<file path="config.mk">
export PLATFORM = sky130hd
export DESIGN_NAME = ac_ir_cmd_scheduler
export DESIGN_NICKNAME = d
export VERILOG_FILES = /design/src/rtl/ac_ir_cmd_scheduler.sv
export SDC_FILE = /design/constraint.sdc
export NUM_CORES = 1
export LEC_CHECK = 0
export ABC_AREA = 0
export BUFFER_PORTS_ARGS = -buffer_cell sky130_fd_sc_hd__buf_2
export CAP_MARGIN = 20
export CORE_UTILIZATION = 30
export DETAILED_ROUTE_END_ITERATION = 16
export GPL_TIMING_DRIVEN = 0
export SYNTH_ARGS = -nofsm -noshare
export SYNTH_HDL_FRONTEND = slang
export SYNTH_SLANG_ARGS = --single-unit
</file>
<file path="constraint.sdc">
create_clock -name clk -period 5 [get_ports clk]
set_input_delay 1 -clock clk [delete_from_list [all_inputs] [get_ports clk]]
set_output_delay 1 -clock clk [all_outputs]
set_load 0.03 [all_outputs]
</file>
<file path="src/rtl/ac_ir_cmd_scheduler.sv">
// AC IR command scheduler: owns power/mode/temp/fan, turns key pulses into
// frame words and sequences the IR transmitter with repeat, gap and timeout.
module ac_ir_cmd_scheduler #(
  parameter int          GAP_CYCLES     = 12500000,
  parameter int          TIMEOUT_CYCLES = 25000000,
  parameter int          REPEAT         = 1,
  parameter int          TEMP_RESET     = 26,
  parameter logic [22:0] CONST35        = 23'h040052,
  parameter logic [27:0] CONST32        = 28'h0002000
) (
  input  logic        clk,
  input  logic        rst,
  input  logic        key_power,
  input  logic        key_mode,
  input  logic        key_temp_up,
  input  logic        key_temp_down,
  input  logic        key_fan,
  output logic        tx_start,
  output logic [34:0] tx_data35,
  output logic [31:0] tx_data32,
  input  logic        tx_done,
  output logic        busy,
  output logic        err_timeout,
  output logic        cur_power,
  output logic [2:0]  cur_mode,
  output logic [4:0]  cur_temp,
  output logic [1:0]  cur_fan
);

  localparam int CNT_MAX = (GAP_CYCLES > TIMEOUT_CYCLES) ? GAP_CYCLES : TIMEOUT_CYCLES;
  localparam int CW      = $clog2(CNT_MAX + 1);
  localparam logic [CW-1:0] GAP_LAST = CW'(GAP_CYCLES - 1);
  localparam logic [CW-1:0] TO_LAST  = CW'(TIMEOUT_CYCLES - 1);

  localparam int F_POWER = 0;
  localparam int F_MODE  = 1;
  localparam int F_UP    = 2;
  localparam int F_DOWN  = 3;
  localparam int F_FAN   = 4;

  typedef enum logic [2:0] {IDLE, APPLY, LOAD, WAIT_DONE, GAP} state_t;

  state_t         state_reg, state_next;
  logic [4:0]     flag_reg, flag_next, key_vec;
  logic           flag_clr;
  logic           power_reg, power_next;
  logic [2:0]     mode_reg, mode_next;
  logic [4:0]     temp_reg, temp_next;
  logic [1:0]     fan_reg, fan_next;
  logic [2:0]     rep_reg, rep_next;
  logic [CW-1:0]  cnt_reg, cnt_next;
  logic           err_reg, err_next;
  logic           load_data;
  logic           tx_start_reg;
  logic [34:0]    tx_data35_reg;
  logic [31:0]    tx_data32_reg;
  logic [3:0]     tcode_next, chk_next;

  // Opposite temperature keys in the same cycle cancel each other.
  assign key_vec = {key_fan,
                    key_temp_down & ~key_temp_up,
                    key_temp_up & ~key_temp_down,
                    key_mode,
                    key_power};

  // A key arriving in APPLY wins over the clear so it is never lost.
  generate
    for (genvar gi = 0; gi < 5; gi++) begin : g_flag
      assign flag_next[gi] = (flag_reg[gi] & ~flag_clr) | key_vec[gi];
    end
  endgenerate

  assign tcode_next = 4'(temp_next - 5'd16);
  assign chk_next   = {1'b0, mode_next} + {3'b000, power_next} + {2'b00, fan_next} + tcode_next;

  always_comb begin
    state_next = state_reg;
    power_next = power_reg;
    mode_next  = mode_reg;
    temp_next  = temp_reg;
    fan_next   = fan_reg;
    rep_next   = rep_reg;
    cnt_next   = cnt_reg;
    err_next   = err_reg;
    flag_clr   = 1'b0;
    load_data  = 1'b0;
    case (state_reg)
      IDLE: begin
        if (|flag_reg) state_next = APPLY;
      end
      APPLY: begin
        flag_clr   = 1'b1;
        power_next = power_reg ^ flag_reg[F_POWER];
        if (power_next) begin
          if (flag_reg[F_MODE]) mode_next = (mode_reg == 3'd4) ? 3'd0 : mode_reg + 3'd1;
          if (flag_reg[F_UP] && temp_next < 5'd30) temp_next = temp_next + 5'd1;
          if (flag_reg[F_DOWN] && temp_next > 5'd16) temp_next = temp_next - 5'd1;
          if (flag_reg[F_FAN]) fan_next = fan_reg + 2'd1;
        end
        // Keys pressed while powered off change nothing and send nothing.
        if (!power_reg && !flag_reg[F_POWER]) begin
          state_next = IDLE;
        end else begin
          rep_next   = 3'(REPEAT);
          load_data  = 1'b1;
          state_next = LOAD;
        end
      end
      LOAD: begin
        cnt_next   = '0;
        state_next = WAIT_DONE;
      end
      WAIT_DONE: begin
        if (tx_done) begin
          err_next   = 1'b0;
          rep_next   = rep_reg - 3'd1;
          cnt_next   = '0;
          state_next = GAP;
        end else if (cnt_reg == TO_LAST) begin
          err_next   = 1'b1;
          rep_next   = '0;
          cnt_next   = '0;
          state_next = GAP;
        end else begin
          cnt_next = cnt_reg + CW'(1);
        end
      end
      GAP: begin
        if (cnt_reg == GAP_LAST) begin
          cnt_next   = '0;
          state_next = (rep_reg != 3'd0) ? LOAD : IDLE;
        end else begin
          cnt_next = cnt_reg + CW'(1);
        end
      end
      default: state_next = IDLE;
    endcase
  end

  always_ff @(posedge clk) begin
    if (rst) begin
      state_reg     <= IDLE;
      flag_reg      <= '0;
      power_reg     <= 1'b0;
      mode_reg      <= '0;
      temp_reg      <= 5'(TEMP_RESET);
      fan_reg       <= '0;
      rep_reg       <= '0;
      cnt_reg       <= '0;
      err_reg       <= 1'b0;
      tx_start_reg  <= 1'b0;
      tx_data35_reg <= '0;
      tx_data32_reg <= '0;
    end else begin
      state_reg    <= state_next;
      flag_reg     <= flag_next;
      power_reg    <= power_next;
      mode_reg     <= mode_next;
      temp_reg     <= temp_next;
      fan_reg      <= fan_next;
      rep_reg      <= rep_next;
      cnt_reg      <= cnt_next;
      err_reg      <= err_next;
      tx_start_reg <= (state_next == LOAD);
      // Words are built once per update and reused for every repeat.
      if (load_data) begin
        tx_data35_reg <= {mode_next, power_next, fan_next, 2'b00, tcode_next, CONST35};
        tx_data32_reg <= {CONST32, chk_next};
      end
    end
  end

  assign tx_start    = tx_start_reg;
  assign tx_data35   = tx_data35_reg;
  assign tx_data32   = tx_data32_reg;
  assign busy        = (state_reg != IDLE);
  assign err_timeout = err_reg;
  assign cur_power   = power_reg;
  assign cur_mode    = mode_reg;
  assign cur_temp    = temp_reg;
  assign cur_fan     = fan_reg;

endmodule

</file>
==> results of run 1 <==
per-stage QoR:
| stage | setup slack (ns) | utilization [%] | hold slack [ns] | area [um2] |
|---|---|---|---|---|
| floorplan | 1.023 | - | 0.4641 | 3850 |
| global placement | 0.8729 | 35.40 | 0.4520 | 4234 |
| detailed placement | 0.7666 | 35.40 | 0.4508 | 4234 |
| CTS | 0.7503 | 38.09 | 0.4578 | 4556 |
| global route | 0.5166 | 38.09 | 0.4678 | 4556 |
| finish | 0.7622 | 38.09 | 0.4536 | 4556 |
layer usage:
metal | wire length (um) | share of wire (%)
met1 | 3807 | 45
met2 | 4147 | 49
met3 | 388 | 4.6
met4 | 60 | 0.71
met5 | 0 | 0
cells in the final DEF, fill, tap and decap left out, drive strengths merged, types with 4 or more instances in the layout:
master | Yosys | final
or3 | 4 | 4
nor3 | 12 | 12
nor2b | 7 | 7
nor2 | 61 | 61
a31oi | 5 | 5
a211oi | 11 | 11
buf | 55 | 95
a21o | 4 | 4
dfxtp | 64 | 64
a211o | 4 | 4
inv | 20 | 20
o21ai | 11 | 11
mux2i | 7 | 7
nand4 | 8 | 8
conb | 1 | 48
nand2b | 10 | 10
a21oi | 21 | 21
nor3b | 4 | 4
a22o | 4 | 4
and3 | 7 | 7
o31ai | 6 | 6
ha | 12 | 12
xnor2 | 12 | 12
clkbuf | 11 | 23
xor2 | 8 | 8
nand3 | 9 | 9
nand2 | 31 | 31
worst paths after layout:
check | startpoint | end | slack [ns] | cells past startpoint
worst min register to register | tx_data32[0] | tx_data32[0] | 0.45 | 2
worst max-delay path | cur_temp[1] | tx_data32[3] | 0.76 | 15
worst min-delay path | tx_data32[0] | tx_data32[0] | 0.45 | 2
worst max register to register | cur_temp[1] | tx_data32[3] | 0.76 | 15
area by class of cell:
cell class / instances / area share [%]
multi-input combinational: 338 / 44.96
sequential: 64 / 28.12
buffer: 66 / 9.778
clock buffer: 12 / 5.630
timing repair buffer: 40 / 4.394
tap: 147 / 4.037
inverter: 20 / 1.648
clock inverter: 3 / 1.428
worst max-delay path, stage by stage (launching register included):
cell      delay [ns]
dfxtp_1         0.44
ha_1            0.27
a221oi_1        0.46
ha_1            0.25
a311o_1         0.29
mux2i_1         0.12
mux2i_1         0.41
fa_1            0.54
inv_1           0.08
ha_1            0.23
a21o_1          0.18
a21oi_1         0.17
xnor2_1         0.20
xnor2_1         0.10
a311oi_1        0.28
o21a_1          0.15
power by group:
group	switching, mW	internal (mW)	leakage [nW]
Sequential	0.0187	0.531	0.519
Clock	0.211	0.459	0.159
Combinational	0.180	0.0916	1.38
Total	0.409	1.08	2.06
cell families (layout without fill, tap and decap cells):
logic type,count (synthesis),count (layout)
mux,7,7
compound gates,77,77
other cells,1,48
flops,64,64
simple gates,170,170
buf+inv,86,141
xor+xnor,21,21
fa+ha+maj,15,15
==> impl_metrics.ini, run 1 <==
[die]
dieWidth_um = 112.7
rows = 40
die_h_um = 112.7
die_area_um2 = 12690
start_util_pct = 30.71
fp.coreArea_um2 = 11960
pin_count = 89

[clocking]
clk_pin_slew_worst_paths_ns = 0.05
cts_setup_buffers = 0
tritoncts = yes
clk_latency_ns = 0.33
htreeDepth = 3
hold_buffers = 0
clock_sinks = 64
cts.repair.resized = 0
clockRootBuffer = clkbuf_16
clk_path_buf_depth = 2
cts_buffers = 9

[setup_path]
crit_required_ns = 5.27
cp_max_fo = 8
endpoint_kind = flop
crit_type = flop to flop
start_kind = flop
cp.arrival_ns = 4.51

[timing]
clock_skew_ns = 0.009465
setup_violations = 0
slew_violations = 0
post-route-period-util_pct = 84.76
rsz0062_at_grt = false
slew_headroom_pct = 48.93
tns_ns = 0
hold_violations = 0
worstMarginPinSlew_ns = 0.7581
period_needed_ns = 4.238
fmax_ghz = 0.2360

[grt]
antenna_found_initial = 0
grt_overflow = 0
grt_pass1_vias = 2895
grt_use_met3_pct = 4.266
grt_pass1_wl_um = 13970
use_met2_pct = 25.02
use_met1_pct = 16.04
track_usage_pct = 13.88
grt_max_degree = 11
grt-busiest-layer = met2

[yosys]
synth_compound_area_share_pct = 14.31
synth_top_area_cell = dfxtp_1
ys_top_cells_by_area = dfxtp_1 (35%), buf_4 (11%), nor2_1 (6.1%), ha_1 (4.1%), nand2_1 (3.2%)
synth-async-reset-ratio_pct = 0
syn_inst = 441
synth-simple-area-share_pct = 23.54
yosys_warnings = 0
netlist_area_um2 = 3674
synth_top_family_by_area = simple AND/OR/NAND/NOR gates
ys_seq_area_share_pct = 34.88
synth_top_area_share_pct = 34.88
yosysMostFrequentCell = dfxtp_1
muxShareOfSynthArea_pct = 1.907
synth_cell_types = 58
synthAdderAreaFrac_pct = 5.722
synth_commonest_cells = dfxtp_1 (64), nor2_1 (60), buf_4 (52)
synth_enable_flop_cells = 0
synth_area_per_cell_um2 = 8.330
synthFlopType = dfxtp_1
synth_seq_cells = 64
synth_xor_area_share_pct = 5.381

[final_layout]
layout-drive-gt1-share_pct = 21.92
final_cells = 690
multi_input_area_um2 = 2048
area_growth_syn_to_layout_pct = 24.01
antenna_cells = 0
final_nets = 562
num-fill-cells = 1217
seq_area_um2 = 1281
largest_reg_flops = 25

[routing]
drcViolationCount = 0
drt_iter0_markers = 93
via_per_inst = 4.529
routedWlPerCell_um = 12.18
dr.pass1.iters = 4
antenna_left = 0
drt-total-wl_um = 8402
dr_total_vias = 3125

[placement]
gp_congestion = 0.8201
port_buffers = 40
placed_cells = 675
dpl.hpwl_um = 6353

[power]
vdd_ir_drop_max_v = 0.0001741
leakagePower_nw = 2.059
p_per_area_nw_per_um2 = 327.3
finalPower_mw = 1.491

[hold_path]
hp-class = flop to flop

[job]
maxCapViolations = 0

[run_status]
status = finished, final reports clean
Note: power is estimated with default switching activity, not from simulation.
==> run 2: changes to the inputs <==
==> constraint.sdc (replaced) <==
create_clock -name clk -period 3.9 [get_ports clk]
set_input_delay 0.78 -clock clk [delete_from_list [all_inputs] [get_ports clk]]
set_output_delay 0.78 -clock clk [all_outputs]
set_load 0.03 [all_outputs]
==> run 2 against run 1 <==
Core utilization is 1.3 points higher. Wire length is 2.4% higher. Critical path type unchanged. Register-to-register slack worse by 0.63 ns. Die area stayed put. Worst setup slack worse by 0.63 ns. Sequential share of layout area is 0.56 points lower.
==> impl_metrics.ini, run 2 (same netlist as run 1, synthesis figures left out) <==
[setup_path]
max_stage_delay_ns = 0.59
cpMaxStageDelayCell = fa_1
start_kind = flop
cp.arrival_ns = 3.99
cp_max_fo = 5
endpoint_kind = flop
startpoint = cur_temp[0]
timing.rr.start = cur_temp[0]
rr_worst_depth = 14
r2r-end = tx_data32[3]
crit_chain = ha_4, a221oi_4, ha_2, a311o_1, mux2i_1, mux2i_2, fa_1, inv_1, ha_1, a21o_1, a21oi_2, xnor2_2, xnor3_1, o21a_1
critical_path.top_delay_family = adder cells
worst-path-buf-inv = 1
crit_path_end = tx_data32[3]
crit_cells = 14
crit_type = flop to flop
crit_required_ns = 4.12
ff2ff_setup_slack_ns = 0.14

[final_layout]
largest_reg_flops = 25
final_nets = 570
num-fill-cells = 1214
layout_common_cells = nor2_1 (60), buf_4 (60), dfxtp_1 (59)
area_growth_syn_to_layout_pct = 28.13
seq_area_um2 = 1297
antenna_cells = 0
layout-drive-gt1-share_pct = 25.91
multi_input_area_um2 = 2111

[power]
leakagePower_nw = 2.120
p_per_area_nw_per_um2 = 416.3
vdd_ir_drop_max_v = 0.0001971

[timing]
period_needed_ns = 3.764
hold_slack_ns = 0.4631
post-route-period-util_pct = 96.51
tns_ns = 0
hold_violations = 0
fmax_ghz = 0.2657
slew_headroom_pct = 51.74
clock_skew_ns = 0.009919
slew_violations = 0
setup_violations = 0
worstMarginPinSlew_ns = 0.7164

[job]
maxCapViolations = 0

[routing]
dr_total_vias = 3203
drt-total-wl_um = 8605
routedWlPerCell_um = 12.31
drt_iter0_markers = 119
drcViolationCount = 0
via_per_inst = 4.582
dr.pass1.iters = 4
antenna_left = 0

[placement]
port_buffers = 40
dpl.hpwl_um = 6319
gp_congestion = 0.8433

[grt]
grt_pass1_wl_um = 14160
grt_max_degree = 13
track_usage_pct = 14.08
grt_overflow = 0
antenna_found_initial = 0
grt_pass1_vias = 2996

[die]
die_h_um = 112.7
die_area_um2 = 12690
start_util_pct = 30.71
fp.coreArea_um2 = 11960
rows = 40
dieWidth_um = 112.7
pin_count = 89

[clocking]
tritoncts = yes
clockRootBuffer = clkbuf_16
cts_buffers = 9
clk_pin_slew_worst_paths_ns = 0.06
clock_sinks = 64
htreeDepth = 3
clk_path_buf_depth = 2
clk_latency_ns = 0.34

[run_status]
status = finished, final reports clean

[hold_path]
hp-class = flop to flop
run 2: timing repair:
item                                    4_1_cts  5_1_grt
gates resized for setup                       7       11
hold buffers                                  0        0
endpoints found under the hold margin         0        0
endpoints found under the setup margin        1        1
setup buffers                                 2        6
pin swaps                                     2       10
run 2: per-layer routing:
metal,vias to the layer above,GRT usage (%),share of wire (%)
met5,-,0,0
met4,0,4.889,1.7
met3,13,3.564,4.4
met2,80,24.98,50
met1,1472,16.40,44
li1,1638,-,-
run 2: tightest hold or removal path: cells and delay by family (launching register included):
kind	cells	cell delay, ns
compound gates	1	0.05
flops	1	0.31
simple gates	1	0.05
run 2: how the worst min path moves through the flow:
stage | start | to | slack (ns) | depth (start not counted)
5_1_grt | tx_data32[0] | tx_data32[0] | 0.48 | 2
3_3_place_gp | tx_data35[25] | tx_data35[25] | 0.46 | 2
2_1_floorplan | rep_reg[1] | rep_reg[1] | 0.46 | 2
6_report | tx_data32[0] | tx_data32[0] | 0.46 | 2
3_5_place_dp | tx_data32[0] | tx_data32[0] | 0.46 | 2
4_1_cts | tx_data32[0] | tx_data32[0] | 0.47 | 2
run 2: power by group:
| group | internal [mW] | leakage [nW] | total [mW] | switching [mW] |
|---|---|---|---|---|
| combinational | 0.129 | 1.45 | 0.364 | 0.236 |
| sequential | 0.679 | 0.520 | 0.704 | 0.0250 |
| clock | 0.579 | 0.155 | 0.891 | 0.312 |
run 2: through the flow:
step | util, % | total power, mW | std cells | instance area, um2 | setup slack, ns
6_report | 39.35 | 1.959 | 699 | 4707 | 0.1360
3_5_place_dp | 35.42 | 1.063 | 675 | 4237 | -0.2397
5_1_grt | 39.35 | 2.039 | 699 | 4707 | -0.04135
2_1_floorplan | - | 0.9930 | 488 | 3852 | 0.05993
3_3_place_gp | 35.42 | 1.060 | 675 | 4237 | -0.1823
4_1_cts | 38.56 | 1.962 | 693 | 4612 | 0.001747
run 2: cell type report:
| class | instances | share of cell area [%] |
|---|---|---|
| Multi-Input combinational cell | 338 | 44.84 |
| Clock buffer | 10 | 5.077 |
| Buffer | 66 | 9.516 |
| Clock inverter | 6 | 1.967 |
| Timing Repair Buffer | 48 | 5.529 |
| Sequential cell | 64 | 27.57 |
| Inverter | 20 | 1.595 |
| Tap cell | 147 | 3.907 |
==> run 3: changes to the inputs <==
--- a/config.mk
+++ b/config.mk
@@ -8,9 +8,12 @@
 export ABC_AREA = 0
 export BUFFER_PORTS_ARGS = -buffer_cell sky130_fd_sc_hd__buf_2
 export CAP_MARGIN = 20
+export CELL_PAD_IN_SITES_DETAIL_PLACEMENT = 0
+export CELL_PAD_IN_SITES_GLOBAL_PLACEMENT = 1
 export CORE_UTILIZATION = 30
 export DETAILED_ROUTE_END_ITERATION = 16
 export GPL_TIMING_DRIVEN = 0
+export PLACE_DENSITY_LB_ADDON = 0.1
 export SYNTH_ARGS = -nofsm -noshare
 export SYNTH_HDL_FRONTEND = slang
 export SYNTH_SLANG_ARGS = --single-unit
==> run 3 against run 2 <==
Hold slack got worse by 0.0094 ns. Wire length rose by 2.6%. Sequential share of layout area rose by 0.64 points. Clock power fell by 16%. Combinational power fell by 1%. Critical path depth rose by 1. Final area fell by 2.5%. Sequential power barely moved. Flip-flop and latch count did not move. Via count fell by 2.9%. Register-to-register slack barely moved. Largest cell class unchanged. Largest power group unchanged.
==> impl_metrics.ini, run 3 (same netlist as run 1, synthesis figures left out) <==
[setup_path]
r2r-end = tx_data32[3]
cp_max_fo = 5
start_kind = flop
rr_worst_depth = 15
cp.arrival_ns = 4.05
timing.rr.start = cur_temp[0]
crit_type = flop to flop
crit_required_ns = 4.18
ff2ff_setup_slack_ns = 0.13
endpoint_kind = flop

[die]
die_area_um2 = 12690
dieWidth_um = 112.7
die_h_um = 112.7
pin_count = 89
rows = 40
start_util_pct = 30.71
fp.coreArea_um2 = 11960

[clocking]
clk_path_buf_depth = 2
clockRootBuffer = clkbuf_16
clk_latency_ns = 0.33
htreeDepth = 3
cts_buffers = 9
clk_pin_slew_worst_paths_ns = 0.06
tritoncts = yes
clock_sinks = 64

[grt]
antenna_found_initial = 0
track_usage_pct = 15.18
grt_overflow = 0
grt_pass1_vias = 2962
grt_max_degree = 11
grt_pass1_wl_um = 14840

[routing]
antenna_left = 0
dr.pass1.iters = 6
dr_total_vias = 3111
drt-total-wl_um = 8830
routedWlPerCell_um = 12.72
via_per_inst = 4.483
drt_iter0_markers = 109
drcViolationCount = 0

[final_layout]
layout_common_cells = nor2_1 (60), dfxtp_1 (59), buf_4 (56)
final_common_cell = nor2_1
final_cells = 694
largest_reg_flops = 25
final_nets = 566
area_growth_syn_to_layout_pct = 24.97
antenna_cells = 0
layout-drive-gt1-share_pct = 24.68

[timing]
clock_skew_ns = 0.005589
rsz0062_at_grt = false
setup_violations = 0
post-route-period-util_pct = 96.69
fmax_ghz = 0.2652
period_needed_ns = 3.771
slew_headroom_pct = 49.51
hold_violations = 0
slew_violations = 0
worstMarginPinSlew_ns = 0.7494

[power]
p_per_area_nw_per_um2 = 393.8
leakagePower_nw = 2.082
vdd_ir_drop_max_v = 0.0001676
finalPower_mw = 1.808

[placement]
gp_congestion = 0.7724
dpl.hpwl_um = 6652
port_buffers = 40
placed_cells = 675

[hold_path]
timing.hold.worst.start = tx_data35[31]
hp-class = flop to flop
hold_end = tx_data35[31]
holdPathStages = 2

[job]
maxCapViolations = 0

[run_status]
status = finished, final reports clean
## run 3: cell count changes in the layout (fill, tap and decap cells not counted), moves of 2 or more
cell / delta
buf_4: -4
bufinv_16: -2
clkinv_2: +2
ha_1: +2
clkinv_4: -2
## run 3: where the power goes
part	internal [mW]	switching, mW
sequential	0.680	0.0234
combinational	0.125	0.234
clock	0.459	0.287
total	1.26	0.545
## run 3: how the worst max path moves through the flow
stage,from,to,slack (ns),cells past startpoint
detailed placement,cur_temp[0],tx_data32[3],-0.39,15
global route,cur_temp[0],tx_data32[3],0.004,15
CTS,cur_temp[2],tx_data32[3],0.01,17
finish,cur_temp[0],tx_data32[3],0.13,15
floorplan,cur_temp[3],tx_data32[3],0.06,17
global placement,cur_temp[3],tx_data32[3],-0.32,16
## run 3: per-layer routing
metal,wire length [um],share of wire (%),GRT usage (%)
met5,0,0,0
met4,144,1.6,5.333
met3,370,4.2,5.022
met2,4220,48,25.43
met1,4094,46,18.12
## run 3: final cells by class
cell class / count / area (um2)
clock buffers: 12 / 256.5
fillers: 1262 / 7371
clock inverters: 3 / 17.52
plain buffers: 66 / 447.9
flip-flops and latches: 64 / 1295
multi-input cells: 338 / 2085
inverters: 20 / 75.07
repair buffers: 44 / 230.2
well taps: 147 / 183.9
## run 3: stage by stage
step | hold slack (ns) | setup TNS (ns) | area, um2 | utilization (%) | setup WS [ns]
2_1_floorplan | 0.4641 | 0 | 3852 | - | 0.05993
3_3_place_gp | 0.4421 | -0.3212 | 4237 | 35.42 | -0.3212
3_5_place_dp | 0.4476 | -0.3874 | 4237 | 35.42 | -0.3874
4_1_cts | 0.4563 | 0 | 4562 | 38.14 | 0.01047
5_1_grt | 0.4807 | 0 | 4591 | 38.38 | 0.004137
6_report | 0.4538 | 0 | 4591 | 38.38 | 0.1289
## run 3: critical path, cell delays in order, from the launching register on
cell and delay (ns):
dfxtp_2 0.36, ha_1 0.31, a221oi_2 0.35, ha_1 0.22, a311o_1 0.21, mux2i_1 0.24, mux2i_2 0.14, fa_1 0.52
inv_1 0.05, ha_1 0.28, a21o_1 0.19, a21oi_2 0.18, xnor2_2 0.16, xnor2_1 0.09, a311oi_1 0.27, o21a_1 0.15
## run 3: what timing repair did
item	in CTS	in global routing
cloned	0	0
setup buffers	3	1
pin swaps	2	2
gates resized for setup	7	7
endpoints found under the hold margin	0	0
hold buffers	0	0
endpoints found under the setup margin	1	1
